## src/rtl/qsn_pkg.sv

```systemverilog
// Shared constants, control-word layout, FSM states and the delta/mask helper
// used by the QSN shift scheduler.
package qsn_pkg;

  localparam int Z         = 3;
  localparam int SEL_W     = 2;
  localparam int COL_NUM   = 4;
  localparam int LAYER_NUM = 3;
  localparam int ITER_W    = 4;
  localparam int ADDR_W    = $clog2(LAYER_NUM * COL_NUM);
  localparam int COL_W     = $clog2(COL_NUM);
  localparam int LAYER_W   = $clog2(LAYER_NUM);

  typedef enum logic [1:0] {
    S_IDLE,
    S_RUN,
    S_DRAIN,
    S_DONE
  } sched_state_e;

  typedef struct packed {
    logic [SEL_W-1:0]   selRight;
    logic [SEL_W-1:0]   selLeft;
    logic [Z-1:0]       mergeMask;
    logic               isNull;
    logic [COL_W-1:0]   col;
    logic [LAYER_W-1:0] layer;
    logic               lastCol;
    logic               lastWord;
  } ctrl_word_t;

  function automatic logic [SEL_W-1:0] modZ(input logic [SEL_W-1:0] v);
    return (v >= SEL_W'(Z)) ? v - SEL_W'(Z) : v;
  endfunction

  function automatic ctrl_word_t buildCtrl(
    input logic [SEL_W:0]     tblWord,
    input logic [SEL_W-1:0]   prevShift,
    input logic [COL_W-1:0]   col,
    input logic [LAYER_W-1:0] layer,
    input logic               lastWord
  );
    ctrl_word_t       w;
    logic [SEL_W:0]   diff;
    logic [SEL_W-1:0] delta;
    logic [SEL_W:0]   keep;
    w    = '0;
    diff = {1'b0, modZ(tblWord[SEL_W-1:0])} - {1'b0, prevShift};
    // A borrow out of the subtraction means the shift wrapped below zero.
    if (diff[SEL_W]) diff = diff + (SEL_W+1)'(Z);
    delta = tblWord[SEL_W] ? '0 : diff[SEL_W-1:0];
    keep  = (SEL_W+1)'(Z) - {1'b0, delta};
    w.selRight = delta;
    w.selLeft  = (delta == '0) ? '0 : keep[SEL_W-1:0];
    for (int i = 0; i < Z; i++) begin
      w.mergeMask[i] = ((SEL_W+1)'(i) < keep);
    end
    w.isNull   = tblWord[SEL_W];
    w.col      = col;
    w.layer    = layer;
    w.lastCol  = (col == COL_W'(COL_NUM - 1));
    w.lastWord = lastWord;
    return w;
  endfunction

endpackage

```

## src/rtl/qsn_ctrl_skid2.sv

```systemverilog
// Two-entry fall-through FIFO for QSN control words; an arriving word passes
// straight to the output when the buffer is empty so throughput stays at one per cycle.
module qsn_ctrl_skid2
  import qsn_pkg::*;
(
  input  logic       clk_i,
  input  logic       rst_i,
  input  logic       in_valid_i,
  input  ctrl_word_t in_data_i,
  input  logic       out_ready_i,
  output logic       out_valid_o,
  output ctrl_word_t out_data_o,
  output logic [1:0] count_o
);

  ctrl_word_t mem_q [2];
  logic       wrPtr_q;
  logic       rdPtr_q;
  logic [1:0] count_q;
  logic       empty;
  logic       pop;
  logic       popMem;
  logic       push;

  assign empty       = (count_q == 2'd0);
  assign out_valid_o = !empty || in_valid_i;
  assign out_data_o  = empty ? in_data_i : mem_q[rdPtr_q];
  assign pop         = out_valid_o && out_ready_i;
  assign popMem      = pop && !empty;
  // A word consumed on the bypass path never occupies an entry.
  assign push        = in_valid_i && !(empty && pop);
  assign count_o     = count_q;

  always_ff @(posedge clk_i) begin
    if (rst_i) begin
      wrPtr_q  <= 1'b0;
      rdPtr_q  <= 1'b0;
      count_q  <= 2'd0;
      mem_q[0] <= '0;
      mem_q[1] <= '0;
    end else begin
      if (push) begin
        mem_q[wrPtr_q] <= in_data_i;
        wrPtr_q        <= ~wrPtr_q;
      end
      if (popMem) rdPtr_q <= ~rdPtr_q;
      count_q <= count_q + 2'(push) - 2'(popMem);
    end
  end

  skidNoOverflow: assert property (@(posedge clk_i) disable iff (rst_i)
    !(in_valid_i && (count_q == 2'd2)));

endmodule

```

## src/rtl/qsn_shift_sched.sv

```systemverilog
// Walks iterations x layers x columns of the shift table and emits per-column
// QSN select/merge control words through a credit-limited skid buffer.
module qsn_shift_sched
  import qsn_pkg::*;
(
  input  logic               sys_clk_i,
  input  logic               rst_i,
  input  logic               start_i,
  input  logic [ITER_W-1:0]  iter_num_i,
  output logic               busy_o,
  output logic               done_o,
  output logic               tbl_rd_en_o,
  output logic [ADDR_W-1:0]  tbl_addr_o,
  input  logic [SEL_W:0]     tbl_data_i,
  output logic               out_valid_o,
  input  logic               out_ready_i,
  output logic [SEL_W-1:0]   sel_right_o,
  output logic [SEL_W-1:0]   sel_left_o,
  output logic [Z-1:0]       merge_mask_o,
  output logic               out_null_o,
  output logic [COL_W-1:0]   col_idx_o,
  output logic [LAYER_W-1:0] layer_idx_o,
  output logic               last_col_o,
  output logic               last_word_o
);

  sched_state_e       state_q, state_d;
  logic [COL_W-1:0]   col_q, col_d;
  logic [LAYER_W-1:0] layer_q, layer_d;
  logic [ITER_W-1:0]  iter_q, iter_d;
  logic [ITER_W-1:0]  iterNum_q, iterNum_d;
  logic               rdPend_q;
  logic [COL_W-1:0]   pendCol_q;
  logic [LAYER_W-1:0] pendLayer_q;
  logic               pendLast_q;
  logic [SEL_W-1:0]   prevShift_q [COL_NUM];
  logic [1:0]         skidCount;
  logic               rdEn;
  logic               lastAddr;
  logic               outValid;
  ctrl_word_t         arrWord;
  ctrl_word_t         outWord;

  assign lastAddr = (iter_q == iterNum_q - ITER_W'(1)) &&
                    (layer_q == LAYER_W'(LAYER_NUM - 1)) &&
                    (col_q == COL_W'(COL_NUM - 1));
  // Never let in-flight reads plus buffered words exceed the two skid entries.
  assign rdEn     = (state_q == S_RUN) && (({1'b0, rdPend_q} + skidCount) < 2'd2);
  assign arrWord  = rdPend_q ? buildCtrl(tbl_data_i, prevShift_q[pendCol_q],
                                         pendCol_q, pendLayer_q, pendLast_q)
                             : '0;

  always_comb begin
    state_d   = state_q;
    col_d     = col_q;
    layer_d   = layer_q;
    iter_d    = iter_q;
    iterNum_d = iterNum_q;
    case (state_q)
      S_IDLE: begin
        if (start_i) begin
          iterNum_d = iter_num_i;
          col_d     = '0;
          layer_d   = '0;
          iter_d    = '0;
          state_d   = (iter_num_i == '0) ? S_DONE : S_RUN;
        end
      end
      S_RUN: begin
        if (rdEn) begin
          if (lastAddr) state_d = S_DRAIN;
          if (col_q == COL_W'(COL_NUM - 1)) begin
            col_d = '0;
            if (layer_q == LAYER_W'(LAYER_NUM - 1)) begin
              layer_d = '0;
              iter_d  = iter_q + ITER_W'(1);
            end else begin
              layer_d = layer_q + LAYER_W'(1);
            end
          end else begin
            col_d = col_q + COL_W'(1);
          end
        end
      end
      // The last word leaving empties the skid and the read pipe together.
      S_DRAIN: if (outValid && out_ready_i && outWord.lastWord) state_d = S_DONE;
      S_DONE:  state_d = S_IDLE;
      default: state_d = S_IDLE;
    endcase
  end

  always_ff @(posedge sys_clk_i) begin
    if (rst_i) begin
      state_q     <= S_IDLE;
      col_q       <= '0;
      layer_q     <= '0;
      iter_q      <= '0;
      iterNum_q   <= '0;
      rdPend_q    <= 1'b0;
      pendCol_q   <= '0;
      pendLayer_q <= '0;
      pendLast_q  <= 1'b0;
    end else begin
      state_q     <= state_d;
      col_q       <= col_d;
      layer_q     <= layer_d;
      iter_q      <= iter_d;
      iterNum_q   <= iterNum_d;
      rdPend_q    <= rdEn;
      pendCol_q   <= col_q;
      pendLayer_q <= layer_q;
      pendLast_q  <= lastAddr;
    end
  end

  // Column history advances on data arrival so consecutive reads see fresh values.
  always_ff @(posedge sys_clk_i) begin
    if (rst_i) begin
      for (int c = 0; c < COL_NUM; c++) prevShift_q[c] <= '0;
    end else if (rdPend_q && !tbl_data_i[SEL_W]) begin
      prevShift_q[pendCol_q] <= modZ(tbl_data_i[SEL_W-1:0]);
    end
  end

  qsn_ctrl_skid2 uSkid (
    .clk_i       (sys_clk_i),
    .rst_i       (rst_i),
    .in_valid_i  (rdPend_q),
    .in_data_i   (arrWord),
    .out_ready_i (out_ready_i),
    .out_valid_o (outValid),
    .out_data_o  (outWord),
    .count_o     (skidCount)
  );

  assign busy_o       = (state_q == S_RUN) || (state_q == S_DRAIN);
  assign done_o       = (state_q == S_DONE);
  assign tbl_rd_en_o  = rdEn;
  assign tbl_addr_o   = ADDR_W'(layer_q) * ADDR_W'(COL_NUM) + ADDR_W'(col_q);
  assign out_valid_o  = outValid;
  assign sel_right_o  = outWord.selRight;
  assign sel_left_o   = outWord.selLeft;
  assign merge_mask_o = outWord.mergeMask;
  assign out_null_o   = outWord.isNull;
  assign col_idx_o    = outWord.col;
  assign layer_idx_o  = outWord.layer;
  assign last_col_o   = outWord.lastCol;
  assign last_word_o  = outWord.lastWord;

endmodule
```

## config.mk

```make
export PLATFORM = sky130hd
export DESIGN_NAME = qsn_shift_sched
export DESIGN_NICKNAME = d
export VERILOG_FILES = /design/src/rtl/qsn_pkg.sv /design/src/rtl/qsn_ctrl_skid2.sv /design/src/rtl/qsn_shift_sched.sv
export SDC_FILE = /design/constraint.sdc
export NUM_CORES = 1
export LEC_CHECK = 0
export ABC_AREA = 1
export CAP_MARGIN = 40
export CORE_MARGIN = 2
export CORE_UTILIZATION = 31
export DETAILED_ROUTE_END_ITERATION = 10
export GPL_ROUTABILITY_DRIVEN = 1
export GPL_TIMING_DRIVEN = 0
export PLACE_DENSITY_LB_ADDON = 0.05
export SLEW_MARGIN = 30
export SYNTH_ARGS = -nofsm -noshare
export SYNTH_HDL_FRONTEND = slang
export SYNTH_SLANG_ARGS = --single-unit
```

## constraint.sdc

```tcl
create_clock -name sys_clk_i -period 6.3 [get_ports sys_clk_i]
set_input_delay 0.945 -clock sys_clk_i [delete_from_list [all_inputs] [get_ports sys_clk_i]]
set_output_delay 0.945 -clock sys_clk_i [all_outputs]
set_load 0.01 [all_outputs]
```

==> Word level (Yosys, flattened, before mapping) <==
Memories as Yosys holds them, arrays and structs flattened. A register that Yosys moved wholly into a read port is not among the register bits.
Cells that the tools add are included.
{ "op_classes": {"muxes": 42, "magnitude_cmp": 5, "add_sub_neg": 12, "eq_ne": 13, "n_reduce_logical": 26, "n_bitwise": 2} }
{ "ops": {"columns": ["operator", "count"], "rows": [
  ["14-bit two-way mux", 3],
  ["2-bit two-way mux", 18],
  ["4-bit two-way mux", 4],
  ["14-bit OR reduction", 1],
  ["1-bit two-way mux", 13],
  ["2-bit == test, second input constant", 5],
  ["2-bit != test, second input constant", 5],
  ["1-bit logical AND", 9],
  ["2-bit one-hot mux with 2 select lines", 2],
  ["2-bit one-hot mux with 4 select lines", 1],
  ["4-bit one-hot mux with 2 select lines", 1],
  ["4-bit AND reduction", 2],
  ["2-bit zero test", 3],
  ["1-bit by 3-bit less-than comparator with 1-bit output, first input constant", 2],
  ["5-bit AND reduction", 1],
  ["2-bit by 1-bit adder with 2-bit output, second input constant", 2],
  ["4-bit by 1-bit adder with 4-bit output, second input constant", 1],
  ["4-bit by 2-bit adder with 4-bit output", 1],
  ["4-bit == test", 1],
  ["4-bit zero test", 1],
  ["4-bit by 1-bit subtractor with 4-bit output, second input constant", 1],
  ["1-bit zero test", 3],
  ["2-bit by 3-bit less-than comparator with 1-bit output, first input constant", 1],
  ["3-bit AND reduction", 1],
  ["other kinds (16)", 18]
]} }
{ "totals": {"inputBits": 11, "regBits": 24, "mem_count": 2, "ram_bits": 36, "output_inout_bits": 22} }
{ "memory_table": {"columns": ["memory", "depth", "word_bits", "read_ports", "rd_ports_with_merged_regs", "write_ports", "line", "source"], "rows": [
  ["uSkid.mem_q", 2, 14, 1, 1, 2, "qsn_ctrl_skid2.sv:16", "ctrl_word_t mem_q [2];"],
  ["prevShift_q", 4, 2, 1, 1, 4, "qsn_shift_sched.sv:36", "logic [SEL_W-1:0] prevShift_q [COL_NUM];"]
]} }

==> Depth between registers and ports, before layout <==
{ "depth": {"depth_word": 13, "depth_mapped": 13, "ltp_nobuf": 13} }

==> Hierarchy <==
From an unflattened synthesis, not the netlist that was laid out.
{ "unflattened": {"hier_cells": 409, "hier_area_um2": 3423.3} }
{ "modules_own_cells": {"columns": ["module", "cells_each", "area_per_inst_um2", "instances"], "rows": [
  ["qsn_ctrl_skid2", 173, 1719.1, 1],
  ["qsn_shift_sched", 236, 1704.1, 1]
]} }

==> Worst setup path after synthesis <==
OpenSTA, ideal clock, no wires.
{ "synth_timing": {"kind": "in2out", "startpoint": "input tbl_data_i[1]", "endpoint": "output merge_mask_o[0]", "setup_slack_ns": 2.670, "cell_stages": 7, "t_required_ns": 5.355, "t_arrival_ns": 2.685, "cell_sequence": "inv_1 > or2_2 > clkbuf_1 > fa_1 > o21ai_1 > o21ai_0 > o21ai_0"} }
{ "synth_between": {"elab_chain_len": 10} }
{ "synth_lines": {"columns": ["item", "line", "source"], "rows": [
  ["from (decl)", "qsn_shift_sched.sv:14", "input logic [SEL_W:0] tbl_data_i,"],
  ["2-bit subtractor or 2-bit greater-or-equal comparator (tied branches)", "qsn_pkg.sv:33", "return (v >= SEL_W'(Z)) ? v - SEL_W'(Z) : v;"],
  ["2-bit two-way mux (*)", "qsn_pkg.sv:33", null],
  ["2-bit by 2-bit subtractor with 3-bit output (*)", "qsn_pkg.sv:48", "diff = {1'b0, modZ(tblWord[SEL_W-1:0])} - {1'b0, prevShift};"],
  ["2-bit adder", "qsn_pkg.sv:50", "if (diff[SEL_W]) diff = diff + (SEL_W+1)'(Z);"],
  ["2-bit two-way mux (*)", "qsn_pkg.sv:50", null],
  ["2-bit two-way mux (*)", "qsn_pkg.sv:51", "delta = tblWord[SEL_W] ? '0 : diff[SEL_W-1:0];"],
  ["2-bit by 2-bit subtractor with 3-bit output (*)", "qsn_pkg.sv:52", "keep = (SEL_W+1)'(Z) - {1'b0, delta};"],
  ["1-bit by 3-bit less-than comparator with 1-bit output (*)", "qsn_pkg.sv:56", "w.mergeMask[i] = ((SEL_W+1)'(i) < keep);"],
  ["14-bit two-way mux (*)", "qsn_shift_sched.sv:49", "assign arrWord = rdPend_q ? buildCtrl(tbl_data_i, prevShift_q[pendCol_q],"],
  ["14-bit two-way mux (*)", "qsn_ctrl_skid2.sv:27", "assign out_data_o = empty ? in_data_i : mem_q[rdPtr_q];"],
  ["to (decl)", "qsn_shift_sched.sv:19", "output logic [Z-1:0] merge_mask_o,"]
]} }
Every way passes the cells marked *; elsewhere a longest branch is shown, timed or not.

==> Worst setup path after layout <==
{ "layout_timing": {"startpoint": "input tbl_data_i[1]", "endpoint": "output merge_mask_o[2]"} }
{ "layout_between": {"elab_chain_len": 10} }
{ "layout_lines": {"columns": ["item", "line"], "rows": [
  ["2-bit subtractor or 2-bit greater-or-equal comparator (tied branches)", "qsn_pkg.sv:33"],
  ["2-bit two-way mux (*)", "qsn_pkg.sv:33"],
  ["2-bit by 2-bit subtractor with 3-bit output (*)", "qsn_pkg.sv:48"],
  ["2-bit adder", "qsn_pkg.sv:50"],
  ["2-bit two-way mux (*)", "qsn_pkg.sv:50"],
  ["2-bit two-way mux (*)", "qsn_pkg.sv:51"],
  ["2-bit by 2-bit subtractor with 3-bit output (*)", "qsn_pkg.sv:52"],
  ["2-bit by 3-bit less-than comparator with 1-bit output (*)", "qsn_pkg.sv:56"],
  ["14-bit two-way mux (*)", "qsn_shift_sched.sv:49"],
  ["14-bit two-way mux (*)", "qsn_ctrl_skid2.sv:27"]
]} }
Marks and branches as above.

==> results.yml <==
timing:
  setup_viol: 0
  worst_slew_pin_slew_ns: 0.743
  final-max-slew-violation-count: 0
  fin_worst_skew_ns: 0.00746
  relSlewSlack_pct: 50.4
  timing.fmax_mhz: 204
  min_period_ns: 4.90
  hold_viol_final: 0
  grt_setup_unrepaired: "no"
  setup_tns_ns: 0
  min_period_over_period_pct: 77.7
placement:
  hpwlAfterDp_mm: 5.50
  place_area_mm2: 0.00359
  place_congestion: 0.724
  placedCellCount: 532
  io_buffer_count: 32
synthesis:
  yosysUniqueCellTypes: 34
  synth_seq_cells: 61
  synthCells: 367
  synth_top_area_share_pct: 34.8
  synth-seq-area-share_pct: 50.9
  syn_area_mm2: 0.00311
  synth_top_area_cell: "edfxtp_1"
  yosys_warnings: 0
  synthArstFlopShare_pct: 0
  synth.area.top_cells: "edfxtp_1 35%, dfxtp_1 16%, nor2_1 8.1%"
  synth_enable_flop_cells: 36
  synth.avg_cell_area_um2: 8.46
  ys.flop_type: "edfxtp_1"
  syn_nets: 390
run:
  maxCapViolCount: 0
min_path:
  min_path_type: "reg2reg"
  holdPathStages: 1
cts:
  numCtsBuffers: 9
  postCtsSetupBuffers: 0
  clockBufferDepth: 2
  root_buffer: "clkbuf_8"
  clkLatencyLatePin_ns: 0.33
  clkSlewWorstSetupHoldPaths_ns: 0.07
  hold_buffers: 0
  htreeDepth: 3
  ctsResizeCount: 0
  clock_sinks: 61
  cts_tree: "yes"
final_layout:
  final_nets: 433
  finalNonFillerCells: 548
  drive_gt1_share_pct: 10.1
  n_antenna_cell: 0
  finalInstanceArea_mm2: 0.00378
  area_delta_synth_final_pct: 21.6
power_and_ir_drop:
  power_mw: 1.52
  power.density_mw_per_mm2: 402
  leakagePower_nw: 1.47
  vdd_ir_drop_max_mv: 0.186
die:
  dieArea_mm2: 0.0108
  rows: 36
  die_x_um: 104
  coreArea_mm2: 0.00973
  die_h_um: 104
  io_pins: 33
  start_util_pct: 31.9
global_route:
  overflow: 0
  grt_pass1_vias: 2548
  antenna_found_initial: 0
  grt_pass1_wl_mm: 12.9
  grt_max_degree: 15
  grt_usage_pct: 15.0
worst_setup_path:
  critPathKind: "in2out"
  worstPathMaxFanout: 8
  cp.required_ns: 5.35
  worst-endpoint-arrival_ns: 3.95
  reg2reg_depth: 9
  endpoint_kind: "output port"
  worstSetupStartpointType: "primary input"
drt:
  vias: 2539
  ant_nets: 0
  finalWirelength_mm: 7.66
  drt-pass1-iter-count: 5
  drcViolationCount: 0
  viasPerCell: 4.63
  wire_per_inst_um: 14.0
  drt-initial-drc-count: 71
status:
  outcome: "finished clean"
layout make-up:
class	instances	area (um2)
plain buffers	12	62.6
clock buffers	12	135
clock inverters	4	48.8
fillers	1071	5950
inverters	39	146
multi-input cells	255	1320
flip-flops and latches	61	1580
well taps	133	166
repair buffers	32	320
logic make-up after synthesis:
| group | Yosys count | share of synthesized area, % |
|---|---|---|
| fa+ha+maj | 12 | 5.08 |
| xor+xnor | 5 | 1.41 |
| buf+inv | 51 | 6.73 |
| flops | 61 | 50.9 |
| compound gates | 61 | 11.4 |
| simple gates | 177 | 24.5 |
per-stage QoR:
stage / hold slack [ns] / setup slack [ns] / utilization (%)
3_5_place_dp: 0.446 / 1.35 / 36.9
2_1_floorplan: 0.426 / 2.67 / -
6_report: 0.461 / 1.40 / 38.8
5_1_grt: 0.493 / 1.13 / 38.8
4_1_cts: 0.465 / 1.35 / 38.8
3_3_place_gp: 0.440 / 1.35 / 36.9
state kept, by name, summed over array words and instances, names as in the netlist, named ones only:
signal         cells
uSkid.mem_q       28
prevShift_q        8
iterNum_q          4
iter_q             4
col_q              2
layer_q            2
pendCol_q          2
pendLayer_q        2
state_q            2
uSkid.count_o      2
pendLast_q         1
rdPend_q           1
uSkid.rdPtr_q      1
uSkid.wrPtr_q      1
per-layer routing:
| layer | up-vias | track usage (%) | wire length (um) |
|---|---|---|---|
| met5 | - | 0 | 0 |
| met4 | 0 | 4.05 | 97 |
| met3 | 10 | 3.88 | 273 |
| met2 | 45 | 24.5 | 3480 |
| met1 | 1183 | 19.8 | 3810 |
| li1 | 1301 | - | - |
path summary, 6_finish.rpt:
path,from,end,slack [ns]
worst min register to register,uSkid.rdPtr_q,uSkid.rdPtr_q,0.46
worst max-delay path,tbl_data_i[1],merge_mask_o[2],1.40
worst max register to register,pendCol_q[0],uSkid.mem_q[0][9],3.46
worst min-delay path,uSkid.rdPtr_q,uSkid.rdPtr_q,0.46
power breakdown:
group / total [mW] / switching, mW / internal [mW] / leakage [nW]
logic: 0.665 / 0.394 / 0.271 / 0.802
clock network: 0.335 / 0.152 / 0.183 / 0.0943
registers: 0.517 / 0.0438 / 0.473 / 0.576
total: 1.52 / 0.590 / 0.927 / 1.47
cell usage in the layout (no fill, tap or decap):
master | netlist | final
clkinv_2 | 0 | 2
a21oi_1 | 16 | 16
nand3_2 | 1 | 1
buf_2 | 2 | 2
buf_6 | 2 | 2
clkdlybuf4s50_1 | 0 | 32
o21ai_0 | 26 | 26
xor2_1 | 3 | 3
inv_1 | 34 | 34
and2_1 | 1 | 1
o41ai_1 | 1 | 1
nor3_1 | 6 | 6
o32ai_1 | 1 | 1
a31oi_1 | 1 | 1
xnor2_1 | 2 | 2
dfxtp_1 | 25 | 25
nor2_1 | 67 | 67
nor2_2 | 5 | 5
nor2_4 | 1 | 1
nand2_1 | 65 | 65
bufinv_16 | 0 | 1
nand2_2 | 4 | 4
clkbuf_1 | 8 | 11
a21oi_4 | 1 | 1
o21ai_1 | 1 | 1
clkinv_1 | 1 | 1
or2_2 | 7 | 7
a21oi_2 | 2 | 2
clkinv_4 | 0 | 1
nand3b_1 | 2 | 2
inv_2 | 4 | 4
nand3_1 | 17 | 17
o22ai_1 | 7 | 7
o211ai_1 | 5 | 5
fa_1 | 1 | 1
clkbuf_8 | 0 | 9
ha_1 | 11 | 11
nand4_1 | 1 | 1
edfxtp_1 | 36 | 36
synthesized netlist by cell type (3+ instances only):
library cell and count:
edfxtp_1 36, nand2_2 4, a21oi_1 16, o211ai_1 5
inv_1 34, ha_1 11, inv_2 4, nand3_1 17
nor3_1 6, or2_2 7, dfxtp_1 25, nor2_2 5
nor2_1 67, clkbuf_1 8, nand2_1 65, o21ai_0 26
o22ai_1 7, xor2_1 3
worst max-delay path, stage by stage:
cell and delay (ns):
clkdlybuf4s50_1 0.45, inv_1 0.04, or2_2 0.26, clkbuf_1 0.17, fa_1 0.51, o21ai_1 0.53
nand3_1 0.29, o22ai_1 0.19, clkdlybuf4s50_1 0.56
Note: power is estimated with default switching activity, not from simulation.
